## src/rtl/cpu_seq_pkg.sv

```systemverilog
// Shared types and constants for the cpu_sequencer run controller.
package cpu_seq_pkg;

    typedef enum logic [2:0] {
        IDLE    = 3'd0,
        LOAD    = 3'd1,
        RELEASE = 3'd2,
        RUN     = 3'd3,
        HALT    = 3'd4,
        ERROR   = 3'd5
    } seq_state_t;

    localparam int unsigned WORD_BYTES = 4;

endpackage

```

## src/rtl/cpu_sequencer_halt_detector.sv

```systemverilog
// Self-loop detector: counts consecutive enabled cycles with an unchanged pc
// and raises a combinational halt on the cycle the count reaches HALT_CYCLES-1.
module halt_detector #(
    parameter int unsigned ADDRESS_WIDTH = 32,
    parameter int unsigned HALT_CYCLES   = 4
) (
    input  logic                     clk,
    input  logic                     rst,
    input  logic                     clr,
    input  logic                     en,
    input  logic [ADDRESS_WIDTH-1:0] pc,
    output logic                     halt
);

    localparam int unsigned CNT_W = (HALT_CYCLES > 2) ? $clog2(HALT_CYCLES) : 1;

    logic [ADDRESS_WIDTH-1:0] prev_pc;
    logic                     have_prev;
    logic [CNT_W-1:0]         stall_cnt;
    logic                     same_pc;

    // The first enabled cycle after a clear has nothing to compare against.
    assign same_pc = have_prev && (pc == prev_pc);
    assign halt    = en && same_pc && (stall_cnt == CNT_W'(HALT_CYCLES - 2));

    // Track the pc of the previous enabled cycle and the run of repeats.
    always_ff @(posedge clk) begin
        if (rst || clr) begin
            prev_pc   <= '0;
            have_prev <= 1'b0;
            stall_cnt <= '0;
        end else if (en) begin
            prev_pc   <= pc;
            have_prev <= 1'b1;
            stall_cnt <= same_pc ? stall_cnt + CNT_W'(1) : '0;
        end
    end

endmodule

```

## src/rtl/cpu_sequencer.sv

```systemverilog
// Run controller for the single-cycle RISC-V core: program load, release,
// free-run / single-step gating and self-loop halt.
// Optional macro CPU_SEQ_CYCLE_COUNT_EN adds the cycle_count output.
module cpu_sequencer
    import cpu_seq_pkg::*;
#(
    parameter int unsigned ADDRESS_WIDTH = 32,
    parameter int unsigned MEM_WORDS     = 256,
    parameter int unsigned HALT_CYCLES   = 4
) (
    input  logic                     clk,
    input  logic                     rst,
    input  logic                     start,
    input  logic                     step_mode,
    input  logic                     step,
    input  logic                     load_valid,
    input  logic [ADDRESS_WIDTH-1:0] load_data,
    input  logic                     load_last,
    output logic                     load_ready,
    output logic                     imem_we,
    output logic [ADDRESS_WIDTH-1:0] imem_addr,
    output logic [ADDRESS_WIDTH-1:0] imem_wdata,
    input  logic [ADDRESS_WIDTH-1:0] pc,
    output logic                     cpu_rst,
    output logic                     cpu_en,
    output logic                     busy,
    output logic                     halted,
    output logic                     err
`ifdef CPU_SEQ_CYCLE_COUNT_EN
    ,
    output logic [31:0]              cycle_count
`endif
);

    localparam int unsigned CNT_W = (MEM_WORDS > 1) ? $clog2(MEM_WORDS) : 1;

    seq_state_t       state;
    seq_state_t       next_state;
    logic [CNT_W-1:0] word_cnt;
    logic [CNT_W-1:0] word_cnt_d;
    logic             step_prev;
    logic             step_rise;
    logic             accept;
    logic             halt;
    logic             det_clr;
    logic             cpu_en_d;

    assign step_rise = step && !step_prev;
    assign accept    = (state == LOAD) && load_valid && load_ready && !start;
    assign det_clr   = start || (state != RUN);

    halt_detector #(
        .ADDRESS_WIDTH (ADDRESS_WIDTH),
        .HALT_CYCLES   (HALT_CYCLES)
    ) u_halt_detector (
        .clk  (clk),
        .rst  (rst),
        .clr  (det_clr),
        .en   (cpu_en),
        .pc   (pc),
        .halt (halt)
    );

    // State register.
    always_ff @(posedge clk) begin
        if (rst) begin
            state <= IDLE;
        end else begin
            state <= next_state;
        end
    end

    // Next state, word counter and next-cycle core enable; start overrides all.
    always_comb begin
        next_state = state;
        word_cnt_d = word_cnt;
        cpu_en_d   = 1'b0;
        case (state)
            LOAD: begin
                if (accept) begin
                    word_cnt_d = word_cnt + CNT_W'(1);
                    if (load_last) begin
                        next_state = RELEASE;
                    end else if (word_cnt == CNT_W'(MEM_WORDS - 1)) begin
                        next_state = ERROR;
                    end
                end
            end
            RELEASE: next_state = RUN;
            RUN: begin
                if (halt) begin
                    next_state = HALT;
                end
            end
            IDLE, HALT, ERROR: next_state = state;
            default: next_state = IDLE;
        endcase
        if (start) begin
            next_state = LOAD;
            word_cnt_d = '0;
        end
        cpu_en_d = (next_state == RUN) && (!step_mode || step_rise);
    end

    // Registered outputs, write port and step edge history.
    always_ff @(posedge clk) begin
        if (rst) begin
            word_cnt   <= '0;
            step_prev  <= 1'b0;
            load_ready <= 1'b0;
            cpu_rst    <= 1'b1;
            cpu_en     <= 1'b0;
            busy       <= 1'b0;
            halted     <= 1'b0;
            err        <= 1'b0;
            imem_we    <= 1'b0;
            imem_addr  <= '0;
            imem_wdata <= '0;
        end else begin
            word_cnt   <= word_cnt_d;
            step_prev  <= step;
            load_ready <= (next_state == LOAD);
            cpu_rst    <= !((next_state == RUN) || (next_state == HALT));
            cpu_en     <= cpu_en_d;
            busy       <= (next_state == LOAD) || (next_state == RELEASE) ||
                          (next_state == RUN);
            halted     <= (next_state == HALT);
            err        <= (next_state == ERROR);
            imem_we    <= accept;
            if (accept) begin
                imem_addr  <= ADDRESS_WIDTH'(word_cnt) * ADDRESS_WIDTH'(WORD_BYTES);
                imem_wdata <= load_data;
            end
        end
    end

`ifdef CPU_SEQ_CYCLE_COUNT_EN
    // Enabled-cycle counter: cleared entering LOAD, saturating, frozen when idle.
    always_ff @(posedge clk) begin
        if (rst) begin
            cycle_count <= '0;
        end else if (next_state == LOAD) begin
            cycle_count <= '0;
        end else if (cpu_en && (cycle_count != 32'hFFFF_FFFF)) begin
            cycle_count <= cycle_count + 32'd1;
        end
    end
`endif

endmodule
```

## config.mk

```make
export PLATFORM = sky130hd
export DESIGN_NAME = cpu_sequencer
export DESIGN_NICKNAME = d
export VERILOG_FILES = /design/src/rtl/cpu_seq_pkg.sv /design/src/rtl/cpu_sequencer_halt_detector.sv /design/src/rtl/cpu_sequencer.sv
export SDC_FILE = /design/constraint.sdc
export NUM_CORES = 1
export LEC_CHECK = 0
export CORE_UTILIZATION = 48
export DETAILED_ROUTE_END_ITERATION = 12
export PLACE_DENSITY = 0.88
export SLEW_MARGIN = 40
export SYNTH_ARGS = -nofsm -noshare
export SYNTH_HDL_FRONTEND = slang
export SYNTH_SLANG_ARGS = --single-unit
```

## constraint.sdc

```tcl
create_clock -name clk -period 3.15 [get_ports clk]
set_clock_uncertainty 0.15 [all_clocks]
set_input_delay 0.63 -clock clk [delete_from_list [all_inputs] [get_ports clk]]
set_output_delay 0.63 -clock clk [all_outputs]
set_load 0.05 [all_outputs]
```

Word-level counts from Yosys, hierarchy flattened
Cells that the tools add are included.
{ "totals": {"reg_bits": 94, "out_inout_bits": 71} }
{ "classes": {"n_eq_ne": 14, "addsub": 2, "reduce_logical": 22, "mux": 7} }
{ "ops": {"columns": ["cell", "count"], "rows": [
  ["$eq A32 B32 Y1", 1],
  ["$mux W3", 5],
  ["$eq A3 B2 Y1 const B", 4],
  ["$eq A3 B3 Y1 const B", 4],
  ["$pmux W3 S4", 1],
  ["$add A8 B1 Y8 const B", 1],
  ["$eq A8 B8 Y1 const B", 1],
  ["$logic_and A1 B1 Y1", 8],
  ["$eq A3 B1 Y1 const B", 2],
  ["$logic_or A1 B1 Y1", 6],
  ["$logic_not A1 Y1", 4],
  ["$logic_not A3 Y1", 1],
  ["$ne A3 B2 Y1 const B", 1],
  ["$reduce_or A3 Y1", 1],
  ["$add A2 B1 Y2 const B", 1],
  ["$eq A2 B2 Y1 const B", 1],
  ["$mux W2", 1],
  ["$reduce_and A2 Y1", 1],
  ["$reduce_or A2 Y1", 1]
]} }

Logic depth before layout (Yosys ltp)
{ "logic_depth": {"word_depth": 10, "mapped_depth": 6} }

Hierarchy
A second synthesis with hierarchy kept.
{ "hier_totals": {"cells_unflattened": 466, "hier_area_um2": 4013.8} }
{ "by_module_without_submodules": {"columns": ["module", "instances", "cells_each", "area_each_um2", "seq_area_each_um2"], "rows": [
  ["cpu_sequencer", 1, 291, 2368.5, 1181.1],
  ["halt_detector", 1, 175, 1645.3, 700.7]
]} }

Least setup slack after synthesis
Ideal clock, no wire load.
{ "synth_timing": {"path_kind": "input port to flip-flop", "from": "in pc[19]", "to": "reg load_ready", "arrival_time_ps": 1895, "t_required_ps": 2856, "cell_stages": 5, "n_path_buf": 0, "slack_ps": 961, "cell_sequence": "xnor2_1 > nand4_1 > or4_1 > o31ai_1 > a221oi_1"} }
{ "synth_between": {"elab_chain_cells": 8} }
{ "synth_lines": {"columns": ["element", "line_no", "rtl"], "rows": [
  ["from (decl)", "cpu_sequencer.sv:23", "input logic [ADDRESS_WIDTH-1:0] pc,"],
  ["$eq A32 B32 Y1", "cpu_sequencer_halt_detector.sv:23", "assign same_pc = have_prev && (pc == prev_pc);"],
  ["$logic_and A1 B1 Y1", "cpu_sequencer_halt_detector.sv:23", null],
  ["$logic_and A1 B1 Y1 (2 in a row)", "cpu_sequencer_halt_detector.sv:24", "assign halt = en && same_pc && (stall_cnt == CNT_W'(HALT_CYCLES - 2));"],
  ["$mux W3", "cpu_sequencer.sv:91", "if (halt) begin"],
  ["$pmux W3 S4", "cpu_sequencer.sv:78", "case (state)"],
  ["$mux W3", "cpu_sequencer.sv:98", "if (start) begin"],
  ["$eq A3 B1 Y1", "cpu_sequencer.sv:122", "load_ready <= (next_state == LOAD);"],
  ["to (signal assigned)", "cpu_sequencer.sv:122", null],
  ["to (decl)", "cpu_sequencer.sv:19", "output logic load_ready,"]
]} }
No other way between the ends.
A chain may end at the register's enable or synchronous reset.

Final worst setup path
{ "layout_timing": {"from": "in pc[11]", "to": "reg load_ready"} }
The elaborated chain is that of the path after synthesis.

==> impl_metrics.env <==
export IMPL_io_pins=142
export IMPL_setup_violations=0
export IMPL_die_w_microns=93.0
export IMPL_rsz0062_at_grt="false"
export IMPL_hp_class="register to register"
export IMPL_antenna_cells=0
export IMPL_fin_cells=680
export IMPL_met3_usage_pct=3.98
export IMPL_first_global_vias=3232
export IMPL_ys_ff_latch=94
export IMPL_ant_nets=0
export IMPL_grt_use_met2_pct=37.9
export IMPL_grt_use_met1_pct=23.4
export IMPL_synthArstFlopShare_pct=0
export IMPL_syn_to_final_growth_pct=35.2
export IMPL_grt_use_total_pct=20.5
export IMPL_nets=646
export IMPL_cts_root_buf="clkbuf_8"
export IMPL_finalCriticalPeriod_ns=2.51
export IMPL_start_kind="input port"
export IMPL_holdWs_ns=0.308
export IMPL_yosys_top_cells_count="dfxtp_1 (94), nand2_1 (94), a21oi_1 (48)"
export IMPL_worstPathArrival_ns=2.57
export IMPL_slew_viol_final=0
export IMPL_slew_limit_headroom_pct=64.3
export IMPL_netlist_area_leader_share_pct=47.3
export IMPL_grt_pass1_wl_microns=14200
export IMPL_vias=3372
export IMPL_gr_max_usage_layer="met2"
export IMPL_drive_gt1_share_pct=5.19
export IMPL_period_share_pct=79.6
export IMPL_cts_tree="built"
export IMPL_crit_type="input port to register"
export IMPL_yosysTopAreaCell="dfxtp_1"
export IMPL_die_h_microns=93.0
export IMPL_peakVddDrop_mv=0.290
export IMPL_cts_hold_buffers=0
export IMPL_first_pass_iters=6
export IMPL_synth_distinct_cells=38
export IMPL_yosysWarningCount=0
export IMPL_post_cts_setup_buffers=0
export IMPL_drc=0
export IMPL_overflow=0
export IMPL_drv_cap=0
export IMPL_crit_fanout=3
export IMPL_tns_ns=0
export IMPL_gp_congestion=0.797
export IMPL_start_util_pct=50.4
export IMPL_netlist_area_sq_um=3980
export IMPL_ys_seq_area_share_pct=47.3
export IMPL_die_area_sq_um=8650
export IMPL_first_iter_violations=157
export IMPL_clkLatencyLatePin_ns=0.35
export IMPL_synth_edf_count=0
export IMPL_required_ns=3.22
export IMPL_cts_buffers=9
export IMPL_synthCells=460
export IMPL_hpwlAfterDp_microns=6560
export IMPL_antenna_found_initial=0
export IMPL_hold_viol=0
export IMPL_via_per_inst=4.96
export IMPL_placed_cells=664
export IMPL_clk_path_buf_depth=2
export IMPL_power_density_nw_per_um2=435
export IMPL_critPathCaptureType="register"
export IMPL_clkTransAtPathRegs_ns=0.09
export IMPL_fmax_mhz=399
export IMPL_rows=32
export IMPL_cts_resized=0
export IMPL_grt_max_degree=48
export IMPL_routed_wl_microns=8820
export IMPL_tightest_slew_ns=0.534
export IMPL_nFillCells=650
export IMPL_wl_per_cell_microns=13.0
export IMPL_core_area_sq_um=7890
export IMPL_p_leak_uw=0.00177
export IMPL_cts_sinks=94
export IMPL_io_buffers=117
export IMPL_ys_flop_type="dfxtp_1"
export IMPL_synthTopCellsByArea="dfxtp_1 (47%), nand2_1 (8.9%), mux2i_1 (8.1%), a21oi_1 (6.0%), xnor2_1 (5.7%)"
export IMPL_synth_area_per_cell_sq_um=8.64
export IMPL_htreeDepth=3
export IMPL_status="completed"
[state kept, by name, indices dropped and copies added, names as in the netlist]
| register | flops |
|---|---|
| busy | 1 |
| cpu_en | 1 |
| cpu_rst | 1 |
| err | 1 |
| halted | 1 |
| imem_addr | 8 |
| imem_wdata | 32 |
| imem_we | 1 |
| load_ready | 1 |
| state | 3 |
| step_prev | 1 |
| u_halt_detector.have_prev | 1 |
| u_halt_detector.prev_pc | 32 |
| u_halt_detector.stall_cnt | 2 |
| word_cnt | 8 |
[cell usage in the layout (no fill, tap or decap), types with 3 or more instances in the layout]
master / n
nand3_1: 5
mux2i_1: 32
xor2_1: 12
inv_1: 5
nand4_1: 9
dfxtp_1: 93
xnor2_1: 26
conb_1: 24
nand2_1: 94
buf_4: 8
or3_1: 4
clkdlybuf4s50_1: 116
nand2b_1: 5
o21ai_0: 3
a21oi_1: 48
nor4_1: 3
clkbuf_8: 9
clkinvlp_4: 4
nor2_1: 47
[critical path: stages]
cell and delay, ns:
clkdlybuf4s50_1 0.44, xnor2_1 0.25, nand4_1 0.11, or4_1 0.58, o31ai_1 0.40, a221oi_1 0.15
[cell families after synthesis]
logic type | Yosys count | share of synthesized area [%]
buf+inv | 51 | 7.11
simple gates | 183 | 20.2
xor+xnor | 38 | 8.37
flops | 94 | 47.3
compound gates | 59 | 8.24
mux | 32 | 8.06
fa+ha+maj | 2 | 0.629
other cells | 1 | 0.0943
[metal layers]
| layer | share of wire [%] | vias up |
|---|---|---|
| met3 | 6.2 | 12 |
| met4 | 1.5 | 0 |
| met2 | 51 | 120 |
| met1 | 41 | 1548 |
| met5 | 0 | - |
| li1 | - | 1692 |
[stage by stage]
stage | utilization (%) | setup WS (ns) | instance area [sq um] | power, uW
final | 68.2 | 0.644 | 5380 | 2340
after global routing | 68.2 | 0.554 | 5380 | 2430
after CTS | 68.2 | 0.657 | 5380 | 2360
after detailed placement | 65.3 | 0.310 | 5150 | 1500
after global placement | 65.3 | 0.339 | 5150 | 1490
after floorplan | - | 0.961 | 4060 | 1390
[path summary, 6_finish.rpt]
path	startpoint	to	slack, ns	cells past startpoint
hold / removal	imem_wdata[14]	imem_wdata[14]	0.31	2
setup / recovery	pc[11]	load_ready	0.64	6
setup reg to reg	cpu_en	cpu_en	0.92	6
hold reg to reg	imem_wdata[14]	imem_wdata[14]	0.31	2
[area by class of cell]
class                           instances  area [sq um]  share of cell area (%)
Tap cell                              102           128                    2.37
Multi-Input combinational cell        338          1900                    35.3
Timing Repair Buffer                  125          1230                    22.8
Clock inverter                          7          98.8                    1.84
Clock buffer                            9           124                    2.30
Sequential cell                        94          1880                    35.0
Inverter                                5          18.8                   0.349
[power breakdown]
group / switching, uW / total, uW / internal, uW
Combinational: 154 / 269 / 114
Clock: 421 / 869 / 448
Sequential: 5.72 / 1200 / 1200
Total: 581 / 2340 / 1760
(Power assumes the default switching activity.)
